[config.mk]
export PLATFORM = sky130hd
export DESIGN_NAME = game_datapath
export DESIGN_NICKNAME = d
export VERILOG_FILES = /design/src/rtl/game_pkg.sv /design/src/rtl/game_datapath_lfsr16.sv /design/src/rtl/game_datapath.sv
export SDC_FILE = /design/constraint.sdc
export NUM_CORES = 1
export LEC_CHECK = 0
export CAP_MARGIN = 40
export CORE_UTILIZATION = 35
export CTS_CLUSTER_DIAMETER = 50
export DETAILED_ROUTE_END_ITERATION = 8
export PLACE_DENSITY = 0.6
export SYNTH_ARGS = -nofsm -noshare
export SYNTH_HDL_FRONTEND = slang
export SYNTH_SLANG_ARGS = --single-unit
export TNS_END_PERCENT = 50
[constraint.sdc]
create_clock -name clock -period 7.7 [get_ports clock]
set_input_delay 2.31 -clock clock [delete_from_list [all_inputs] [get_ports clock]]
set_output_delay 2.31 -clock clock [all_outputs]
set_load 0.05 [all_outputs]
[src/rtl/game_pkg.sv]
// Shared constants and helpers for the memory-game datapath.
// Latency: n/a (package only).
// Backpressure: n/a.
//
// Contents:
//   N_ROUNDS_DEF - default number of rounds in a full game
//   KEY_W        - width of the key / LED buses
//   LFSR_SEED    - value the sequence generator restarts from on async reset
//   LFSR_TAPS    - feedback mask for taps 16,14,13,11 (bit positions 15,13,12,10)
//   key_onehot() - maps a 2-bit sequence element to its one-hot key/LED pattern
package game_pkg;

  localparam int N_ROUNDS_DEF = 16;
  localparam int KEY_W        = 4;

  localparam logic [15:0] LFSR_SEED = 16'hACE1;
  localparam logic [15:0] LFSR_TAPS = 16'hB400;

  function automatic logic [KEY_W-1:0] key_onehot(input logic [1:0] v);
    return {{(KEY_W-1){1'b0}}, 1'b1} << v;
  endfunction

endpackage

[src/rtl/game_datapath_lfsr16.sv]
// 16-bit Fibonacci LFSR that free-runs every cycle; supplies random pairs.
// Latency: new value every clock; output is the current register value.
// Backpressure: none, it never stalls; only the async reset reseeds it.
//
// Ports:
//   clock  - system clock
//   reset  - asynchronous active-high, reloads LFSR_SEED
//   o_lfsr - current 16-bit LFSR state
module lfsr16
  import game_pkg::*;
(
  input  logic        clock,
  input  logic        reset,
  output logic [15:0] o_lfsr
);

  logic [15:0] r_lfsr;
  logic        w_fb;

  // Shift toward the MSB; the XOR of the tapped bits enters at bit 0.
  assign w_fb = ^(r_lfsr & LFSR_TAPS);

  always_ff @(posedge clock or posedge reset) begin
    if (reset) begin
      r_lfsr <= LFSR_SEED;
    end else begin
      r_lfsr <= {r_lfsr[14:0], w_fb};
    end
  end

  assign o_lfsr = r_lfsr;

endmodule

[src/rtl/game_datapath.sv]
// Memory-game datapath: sequence store/display, key capture and checking, timeout, round/score.
// Latency: status flags are registered (visible the cycle after the causing edge); match/win/leds/hex are combinational.
// Backpressure: none; the controller sequences commands and reads the status flags directly.
//
// Ports:
//   clock, reset        - system clock, asynchronous active-high reset
//   r1, r2              - game reset / round reset commands (r1 has priority)
//   e1, e2, e3, e4      - setup, user-play, FPGA-play and check enables (at most one at a time)
//   sel                 - hex_value select: 1 = score, 0 = round number (1-based)
//   keys                - debounced one-cycle key pulses
//   sw_level            - difficulty switches, latched during setup
//   end_fpga, end_user, end_time - sticky per-round status flags, cleared by r2
//   win, match          - last round reached / user entry correct
//   leds                - one-hot LED drive (sequence display or key echo)
//   hex_value           - binary value for the external 7-segment decoder
module game_datapath
  import game_pkg::*;
#(
  parameter int N_ROUNDS     = N_ROUNDS_DEF,
  parameter int DISP_TICKS   = 25_000_000,
  parameter int GAP_TICKS    = 12_500_000,
  parameter int BASE_TIMEOUT = 250_000_000
) (
  input  logic             clock,
  input  logic             reset,
  input  logic             r1,
  input  logic             r2,
  input  logic             e1,
  input  logic             e2,
  input  logic             e3,
  input  logic             e4,
  input  logic             sel,
  input  logic [KEY_W-1:0] keys,
  input  logic [1:0]       sw_level,
  output logic             end_fpga,
  output logic             end_user,
  output logic             end_time,
  output logic             win,
  output logic             match,
  output logic [KEY_W-1:0] leds,
  output logic [7:0]       hex_value
);

  // Sizing. N_ROUNDS must be at least 2; GAP_TICKS at least 1.
  localparam int SEQ_W  = 2 * N_ROUNDS;
  localparam int RND_W  = $clog2(N_ROUNDS);
  localparam int IDX_W  = $clog2(N_ROUNDS + 1);
  localparam int ELEM_T = DISP_TICKS + GAP_TICKS;
  localparam int TCK_W  = $clog2(ELEM_T);
  localparam int TMR_W  = $clog2(BASE_TIMEOUT + 1);

  localparam logic [TMR_W-1:0] TMO_BASE = TMR_W'(BASE_TIMEOUT);
  localparam logic [TCK_W-1:0] TCK_DISP = TCK_W'(DISP_TICKS);
  localparam logic [TCK_W-1:0] TCK_LAST = TCK_W'(ELEM_T - 1);
  localparam logic [RND_W-1:0] RND_LAST = RND_W'(N_ROUNDS - 1);

  // ------------------------------------------------------------------
  // Random source
  // ------------------------------------------------------------------
  logic [15:0] w_lfsr;
  logic        w_unused_lfsr;

  lfsr16 u_lfsr (
    .clock  (clock),
    .reset  (reset),
    .o_lfsr (w_lfsr)
  );

  // Only the two low bits feed the sequence.
  assign w_unused_lfsr = ^w_lfsr[15:2];

  // ------------------------------------------------------------------
  // State
  // ------------------------------------------------------------------
  // Element i of the sequence lives in r_seq[2i+1:2i]; element 0 is the
  // pair shifted in last during setup.
  logic [SEQ_W-1:0] r_seq;
  logic [1:0]       r_level;
  logic [RND_W-1:0] r_round;
  logic [7:0]       r_score;

  logic [IDX_W-1:0] r_fpga_idx;
  logic [IDX_W-1:0] r_user_idx;
  logic [TCK_W-1:0] r_tick;
  logic [TMR_W-1:0] r_timer;
  logic             r_err;
  logic             r_end_fpga;
  logic             r_end_user;
  logic             r_end_time;

  logic             w_play;
  logic [IDX_W-1:0] w_target;
  logic [1:0]       w_fpga_elem;
  logic [1:0]       w_user_elem;
  logic             w_key_vld;
  logic [TMR_W-1:0] w_limit;
  logic             w_match;

  // Enables are only honoured when no reset command is present.
  assign w_play = ~r1 & ~r2;

  // Number of elements in the current round.
  assign w_target = IDX_W'(r_round) + IDX_W'(1);

  // Timeout halves with each difficulty level.
  assign w_limit = TMO_BASE >> r_level;

  // Any nonzero key pattern is a press; presses after the round is
  // complete, or outside user play, are dropped.
  assign w_key_vld = w_play & e2 & ~r_end_user & (|keys);

  // Element lookup for the display pointer and the user pointer. Pointers
  // can reach N_ROUNDS (one past the last element); those cycles are gated
  // by the end flags, so the mux default is never shown.
  always_comb begin
    w_fpga_elem = 2'd0;
    w_user_elem = 2'd0;
    for (int i = 0; i < N_ROUNDS; i++) begin
      if (r_fpga_idx == IDX_W'(i)) w_fpga_elem = r_seq[2*i +: 2];
      if (r_user_idx == IDX_W'(i)) w_user_elem = r_seq[2*i +: 2];
    end
  end

  // ------------------------------------------------------------------
  // Game-level state: sequence, level, round, score
  // ------------------------------------------------------------------
  always_ff @(posedge clock or posedge reset) begin
    if (reset) begin
      r_seq   <= '0;
      r_level <= 2'd0;
      r_round <= '0;
      r_score <= 8'd0;
    end else if (r1) begin
      r_seq   <= '0;
      r_level <= 2'd0;
      r_round <= '0;
      r_score <= 8'd0;
    end else if (r2) begin
      if (r_round != RND_LAST) r_round <= r_round + RND_W'(1);
    end else begin
      if (e1) begin
        // Setup length decides which LFSR pairs end up in the sequence.
        r_level <= sw_level;
        r_seq   <= {r_seq[SEQ_W-3:0], w_lfsr[1:0]};
      end
      if (e4 && w_match && (r_score != 8'hFF)) begin
        r_score <= r_score + 8'd1;
      end
    end
  end

  // ------------------------------------------------------------------
  // Per-round state: display, key capture, timeout
  // r2 clears it even when r1 is also asserted, so r1+r2 together starts
  // a fresh game at round 0 with clean counters.
  // ------------------------------------------------------------------
  always_ff @(posedge clock or posedge reset) begin
    if (reset) begin
      r_fpga_idx <= '0;
      r_user_idx <= '0;
      r_tick     <= '0;
      r_timer    <= '0;
      r_err      <= 1'b0;
      r_end_fpga <= 1'b0;
      r_end_user <= 1'b0;
      r_end_time <= 1'b0;
    end else if (r2) begin
      r_fpga_idx <= '0;
      r_user_idx <= '0;
      r_tick     <= '0;
      r_timer    <= '0;
      r_err      <= 1'b0;
      r_end_fpga <= 1'b0;
      r_end_user <= 1'b0;
      r_end_time <= 1'b0;
    end else if (!r1) begin
      // Sequence display: DISP_TICKS lit, GAP_TICKS dark per element.
      if (e3 && !r_end_fpga) begin
        if (r_tick == TCK_LAST) begin
          r_tick     <= '0;
          r_fpga_idx <= r_fpga_idx + IDX_W'(1);
          if ((r_fpga_idx + IDX_W'(1)) >= w_target) r_end_fpga <= 1'b1;
        end else begin
          r_tick <= r_tick + TCK_W'(1);
        end
      end

      if (e2) begin
        // Timer parks once the limit is reached; the flag then holds.
        if (!r_end_time) begin
          r_timer <= r_timer + TMR_W'(1);
          if ((r_timer + TMR_W'(1)) >= w_limit) r_end_time <= 1'b1;
        end
        // Key capture is independent of the timeout, so a press on the
        // limit cycle still counts.
        if (w_key_vld) begin
          if (keys != key_onehot(w_user_elem)) r_err <= 1'b1;
          r_user_idx <= r_user_idx + IDX_W'(1);
          if ((r_user_idx + IDX_W'(1)) >= w_target) r_end_user <= 1'b1;
        end
      end
    end
  end

  // ------------------------------------------------------------------
  // Outputs
  // ------------------------------------------------------------------
  assign w_match   = r_end_user & ~r_err;
  assign match     = w_match;
  assign win       = (r_round == RND_LAST);
  assign end_fpga  = r_end_fpga;
  assign end_user  = r_end_user;
  assign end_time  = r_end_time;
  assign hex_value = sel ? r_score : (8'(r_round) + 8'd1);

  // LEDs are combinational; forced dark while reset is held so an async
  // reset blanks them immediately even if an enable is still high.
  always_comb begin
    leds = '0;
    if (!reset && w_play) begin
      if (e3 && !r_end_fpga && (r_tick < TCK_DISP)) begin
        leds = key_onehot(w_fpga_elem);
      end else if (w_key_vld) begin
        leds = keys;
      end
    end
  end

endmodule

# Yosys cells after proc, flatten, opt, wreduce, memory -nomap -nowiden
# Index checks and enable logic that the tools add are counted.
[word_totals]
inputBits = 15
out_inout_bits = 17
word_cells = 192
regBits = 130
[classes]
reduce_logical = 33
n_addsub = 8
eq_ne = 38
muxes = 84
bitwise = 9
n_lt_le_gt_ge = 4
n_shift = 3
[ops]
columns = ["cell", "count"]
rows = [
  ["$mux W28", 4],
  ["$mux W26", 4],
  ["$mux W32", 3],
  ["$eq A5 B4 Y1 const B", 16],
  ["$mux W2", 35],
  ["$eq A5 B3 Y1 const B", 8],
  ["$mux W5", 8],
  ["$mux W8", 4],
  ["$add A28 B1 Y28 const B", 1],
  ["$ge A28 B28 Y1", 1],
  ["$shr A28 B2 Y28 const A", 1],
  ["$add A26 B1 Y26 const B", 1],
  ["$eq A26 B26 Y1 const B", 1],
  ["$lt A26 B25 Y1 const B", 1],
  ["$mux W4", 6],
  ["$reduce_bool A2 Y1", 11],
  ["$eq A5 B2 Y1 const B", 4],
  ["$mux W1", 20],
  ["$reduce_xor A16 Y1", 1],
  ["$reduce_and A4 Y1", 3],
  ["$add A4 B1 Y5 const B", 2],
  ["$add A5 B1 Y5 const B", 2],
  ["$eq A5 B1 Y1 const B", 2],
  ["$ge A5 B5 Y1", 2],
  ["17 further kinds", 38],
]

# Logic depth before layout (Yosys ltp)
[logic_depth]
ltp_word = 24
depth_mapped = 13
depth_no_buf = 13

# Hierarchy
# From an unflattened synthesis, not the netlist that was laid out.
[unflattened]
hier_cells = 934
hier_area_um2 = 8212.9
[modules_own_cells]
columns = ["mod", "area_per_inst_um2", "cells_each", "n_inst", "seq_area_each_um2"]
rows = [
  ["game_datapath", 7772.5, 914, 1, 2852.7],
  ["lfsr16", 440.4, 20, 1, 410.4],
]

# Least setup slack after synthesis
# OpenSTA, ideal clock, no wires.
[synth_timing]
kind = "input -> output"
from = "in r1"
to = "out leds[0]"
t_required_ns = 5.390
path_slack_ns = 1.687
arrival_time_ns = 3.703
n_path_buf = 1
path_stages = 5
path_cell_list = "clkbuf_2 > nor3_1 > and2_1 > nand3_1 > o2bb2ai_1"
[synth_between]
elab_chain_cells = 8
word_cells_on_any_way = 9
classes_between = "mux (3); bitwise (5); reduce/logical (1)"
[synth_rtl]
columns = ["item", "line_no", "rtl"]
rows = [
  ["start, declared", "game_datapath.sv:26", "input logic r1,"],
  ["$not A1 Y1 *", "game_datapath.sv:100", "assign w_play = ~r1 & ~r2;"],
  ["$and A1 B1 Y1 *", "game_datapath.sv:100", ""],
  ["$and A1 B1 Y1 (3 in a row)", "game_datapath.sv:110", "assign w_key_vld = w_play & e2 & ~r_end_user & (|keys);"],
  ["$mux W4", "game_datapath.sv:223", "end else if (w_key_vld) begin"],
  ["$mux W4", "game_datapath.sv:221", "if (e3 && !r_end_fpga && (r_tick < TCK_DISP)) begin"],
  ["$mux W4 *", "game_datapath.sv:220", "if (!reset && w_play) begin"],
  ["end, declared", "game_datapath.sv:40", "output logic [KEY_W-1:0] leds,"],
]
# Mark *: on every way between the ends. The rest lies on a longest branch, timed or not.

# Worst setup path after layout
[layout_timing]
from = "in keys[0]"
to = "out leds[2]"
[layout_between]
elab_chain_cells = 5
[layout_rtl]
columns = ["item", "line_no", "rtl"]
rows = [
  ["start, declared", "game_datapath.sv:33", "input logic [KEY_W-1:0] keys,"],
  ["$reduce_or A4 Y1", "game_datapath.sv:110", ""],
  ["$and A1 B1 Y1", "game_datapath.sv:110", ""],
  ["$mux W4", "game_datapath.sv:223", ""],
  ["$mux W4", "game_datapath.sv:221", ""],
  ["$mux W4", "game_datapath.sv:220", ""],
]
# No other way between the ends.

==> impl_metrics.py <==
metrics = {
    "status": {
        "outcome": "completed",
    },
    "finish": {
        "diodes": 0,
        "stdcell_count": 1231,
        "drive_gt1_frac": 0.0719,
        "nets": 1001,
        "area_delta_synth_final_pct": 14.6,
        "fill_cells": 2267,
        "stdcell_area_sq_mm": 0.00934,
    },
    "synthesis": {
        "synth-simple-area-share": 0.238,
        "synth_top_area_cell": "dfrtp_1",
        "mappedNetlistArea_sq_mm": 0.00815,
        "netlist_instances": 915,
        "synth_edf_count": 0,
        "ys_ff_latch": 130,
        "synth_fp_nets": 983,
        "syn_avg_cell_area_sq_um": 8.90,
        "async_flop_share": 1.00,
        "post-synth-top-count-cell": "nand2_1",
        "synth_fa_ha_area_frac": 0.0814,
        "synth_cell_types": 70,
        "synth_compound_area_frac": 0.146,
        "seq_area_frac_synth": 0.401,
        "muxShareOfSynthArea": 0.00522,
        "synth_xor_area_frac": 0.0892,
        "ys_dominant_reg_cell": "dfrtp_1",
        "synth_top_family_by_area": "simple AND/OR/NAND/NOR gates",
        "synth.top_cells.by_count": "137 x nand2_1, 122 x dfrtp_1, 74 x nor2_1, 70 x a21oi_1, 53 x ha_1",
        "yosysWarnings": 0,
        "yosysTopAreaCellShare": 0.375,
        "synth.top_cells.by_area": "dfrtp_1 37%, ha_1 8.1%, nand2_1 6.3%",
    },
    "power": {
        "power_leakage_nw": 4.05,
        "power_density_mw_per_mm2": 180,
        "vdd_drop_max_uv": 150,
    },
    "timing": {
        "fin_crit_ns": 7.12,
        "fin_setup_tns_ns": 0,
        "finalSetupViolations": 0,
        "rsz0062_at_grt": "false",
        "slew_headroom": 0.416,
        "slew_violations": 0,
        "fmax_ghz": 0.140,
        "period_share": 0.925,
        "worst_pin_slew_ns": 0.866,
        "skew_ns": 0.00921,
        "finalHoldViolCount": 0,
    },
    "route": {
        "first_iter_violations": 344,
        "wl_per_cell_microns": 15.5,
        "ant_nets": 0,
        "vias_per_cell": 5.26,
        "vias": 6479,
        "wirelength_mm": 19.1,
        "drc_errors": 0,
        "dr.pass1.iters": 5,
    },
    "setup_path": {
        "timing_worst_setup_path_type": "in2out",
        "critical_path.endpoint": "leds[2]",
        "r2r_slack_ns": 4.29,
        "cp_max_fo": 5,
        "arrival_ns": 4.81,
        "cp-start-kind": "input pin",
        "r2r_start": "r_timer[0]",
        "required_ns": 5.39,
        "r2r-end": "end_time",
        "startpoint": "keys[0]",
        "endpoint_kind": "output pin",
        "worstRegToRegCells": 12,
    },
    "grt": {
        "grt_use_total": 0.170,
        "antenna_found_initial": 1,
        "grt_pass1_vias": 6323,
        "grt_pass1_wl_mm": 32.6,
        "grt_max_degree": 68,
        "overflow": 0,
    },
    "clock_network": {
        "cts_buffers": 17,
        "htreeDepth": 4,
        "clockRootBuffer": "clkbuf_16",
        "holdBufCountCts": 0,
        "post_cts_buffers": 0,
        "clock_path_buffers": 2,
        "path_clk_slew_ns": 0.06,
        "clock-sinks": 130,
        "cts_resized": 0,
        "cts_tree": "yes",
        "clock_latency_ns": 0.42,
    },
    "placed_design": {
        "port_buffers": 31,
        "numPlacedInstances": 1199,
        "place_hpwl_mm": 13.3,
        "detailed_place.area_sq_mm": 0.00871,
        "place_congestion": 0.890,
    },
    "floorplan": {
        "fp.dieH_microns": 155,
        "num_rows": 55,
        "io_pins": 32,
        "die_width_microns": 155,
        "start_util": 0.359,
        "dieArea_sq_mm": 0.0239,
        "core-area_sq_mm": 0.0227,
    },
    "min_path": {
        "hold_start": "u_lfsr.o_lfsr[9]",
        "min_path_type": "reg2reg",
    },
    "run": {
        "maxCapViolCount": 0,
    },
}
[per-layer routing]
layer | GRT usage | vias up | part of all wire
met5 | 0 | - | 0.00068
met4 | 0.0509 | 2 | 0.015
met2 | 0.271 | 94 | 0.45
met1 | 0.233 | 3126 | 0.50
met3 | 0.0331 | 22 | 0.033
li1 | - | 3235 | -
[worst min-delay path by stage]
stage	end	cells past startpoint
finish	u_lfsr.o_lfsr[10]	0
global route	u_lfsr.o_lfsr[7]	0
global placement	u_lfsr.o_lfsr[15]	0
floorplan	u_lfsr.o_lfsr[3]	0
detailed placement	u_lfsr.o_lfsr[4]	0
CTS	u_lfsr.o_lfsr[10]	0
[where the power goes]
group,internal [mW],switching (mW),leakage (nW),total [mW]
Clock,0.537,0.317,0.300,0.854
Combinational,0.0468,0.0860,1.97,0.133
Sequential,0.689,0.00823,1.78,0.697
Total,1.27,0.411,4.05,1.68
[sequential cells by signal, summed over array words and instances (netlist names), 2 cells and up]
signal and cells:
r_seq 32, r_timer 28, r_tick 26, u_lfsr.o_lfsr 16, r_score 8, r_fpga_idx 5
r_user_idx 5, r_round 4, r_level 2
[kinds of logic (layout without fill, tap and decap cells)]
logic type / count (synthesis) / after routing
muxes: 4 / 4
and+or+nand+nor: 383 / 383
buffers and inverters: 80 / 111
DFF: 130 / 130
AOI/OAI and AO/OA: 182 / 182
xor gates and xnor gates: 83 / 83
adders and majority gates: 53 / 53
[critical path, cell delays in order]
cell and delay, ns:
clkdlybuf4s50_1 0.56, nor2_1 0.07, nand2_1 0.14, and4b_1 0.35, nand2_1 0.07, a21oi_1 0.32
o2bb2ai_1 0.16, clkdlybuf4s50_1 0.82
[stage by stage]
step | util | hold slack (ns) | setup slack (ns) | power (mW)
3_5_place_dp | 0.384 | 0.337 | 0.615 | 0.844
3_3_place_gp | 0.382 | 0.335 | 0.659 | 0.841
6_report | 0.411 | 0.352 | 0.577 | 1.68
2_1_floorplan | - | 0.331 | 1.69 | 0.800
5_1_grt | 0.411 | 0.360 | 0.459 | 1.75
4_1_cts | 0.411 | 0.355 | 0.616 | 1.70
[final cells by class]
class | instances | area (sq um) | area share
Timing Repair Buffer | 42 | 390 | 0.0418
Clock buffer | 21 | 470 | 0.0504
Sequential cell | 130 | 3260 | 0.350
Tap cell | 285 | 357 | 0.0382
Clock inverter | 11 | 150 | 0.0161
Inverter | 37 | 144 | 0.0154
Multi-Input combinational cell | 705 | 4560 | 0.489
[cell usage in the layout (no fill, tap or decap), types with 5 or more instances in the layout]
| master | netlist | routed |
|---|---|---|
| nand2_1 | 137 | 137 |
| dfrtp_1 | 122 | 122 |
| nor2_1 | 74 | 74 |
| a21oi_1 | 70 | 70 |
| ha_1 | 53 | 53 |
| xor2_1 | 46 | 46 |
| nand3_1 | 39 | 39 |
| xnor2_1 | 37 | 37 |
| inv_1 | 37 | 36 |
| o21ai_0 | 29 | 29 |
| clkdlybuf4s50_1 | 0 | 29 |
| and3_1 | 17 | 17 |
| clkbuf_16 | 0 | 17 |
| nand4_1 | 16 | 16 |
| a21o_1 | 16 | 16 |
| nor2b_1 | 12 | 11 |
| nand3b_1 | 10 | 10 |
| and2_1 | 10 | 10 |
| nor3_1 | 10 | 10 |
| o31ai_1 | 10 | 10 |
| or3_1 | 9 | 9 |
| nand2b_1 | 8 | 8 |
| buf_4 | 0 | 8 |
| dfstp_2 | 8 | 8 |
| and4_1 | 6 | 6 |
| a211o_1 | 6 | 6 |
| a221oi_1 | 6 | 6 |
| nor4_1 | 5 | 5 |
| o22ai_1 | 5 | 5 |
| a221o_1 | 5 | 5 |
(Power assumes the default switching activity.)
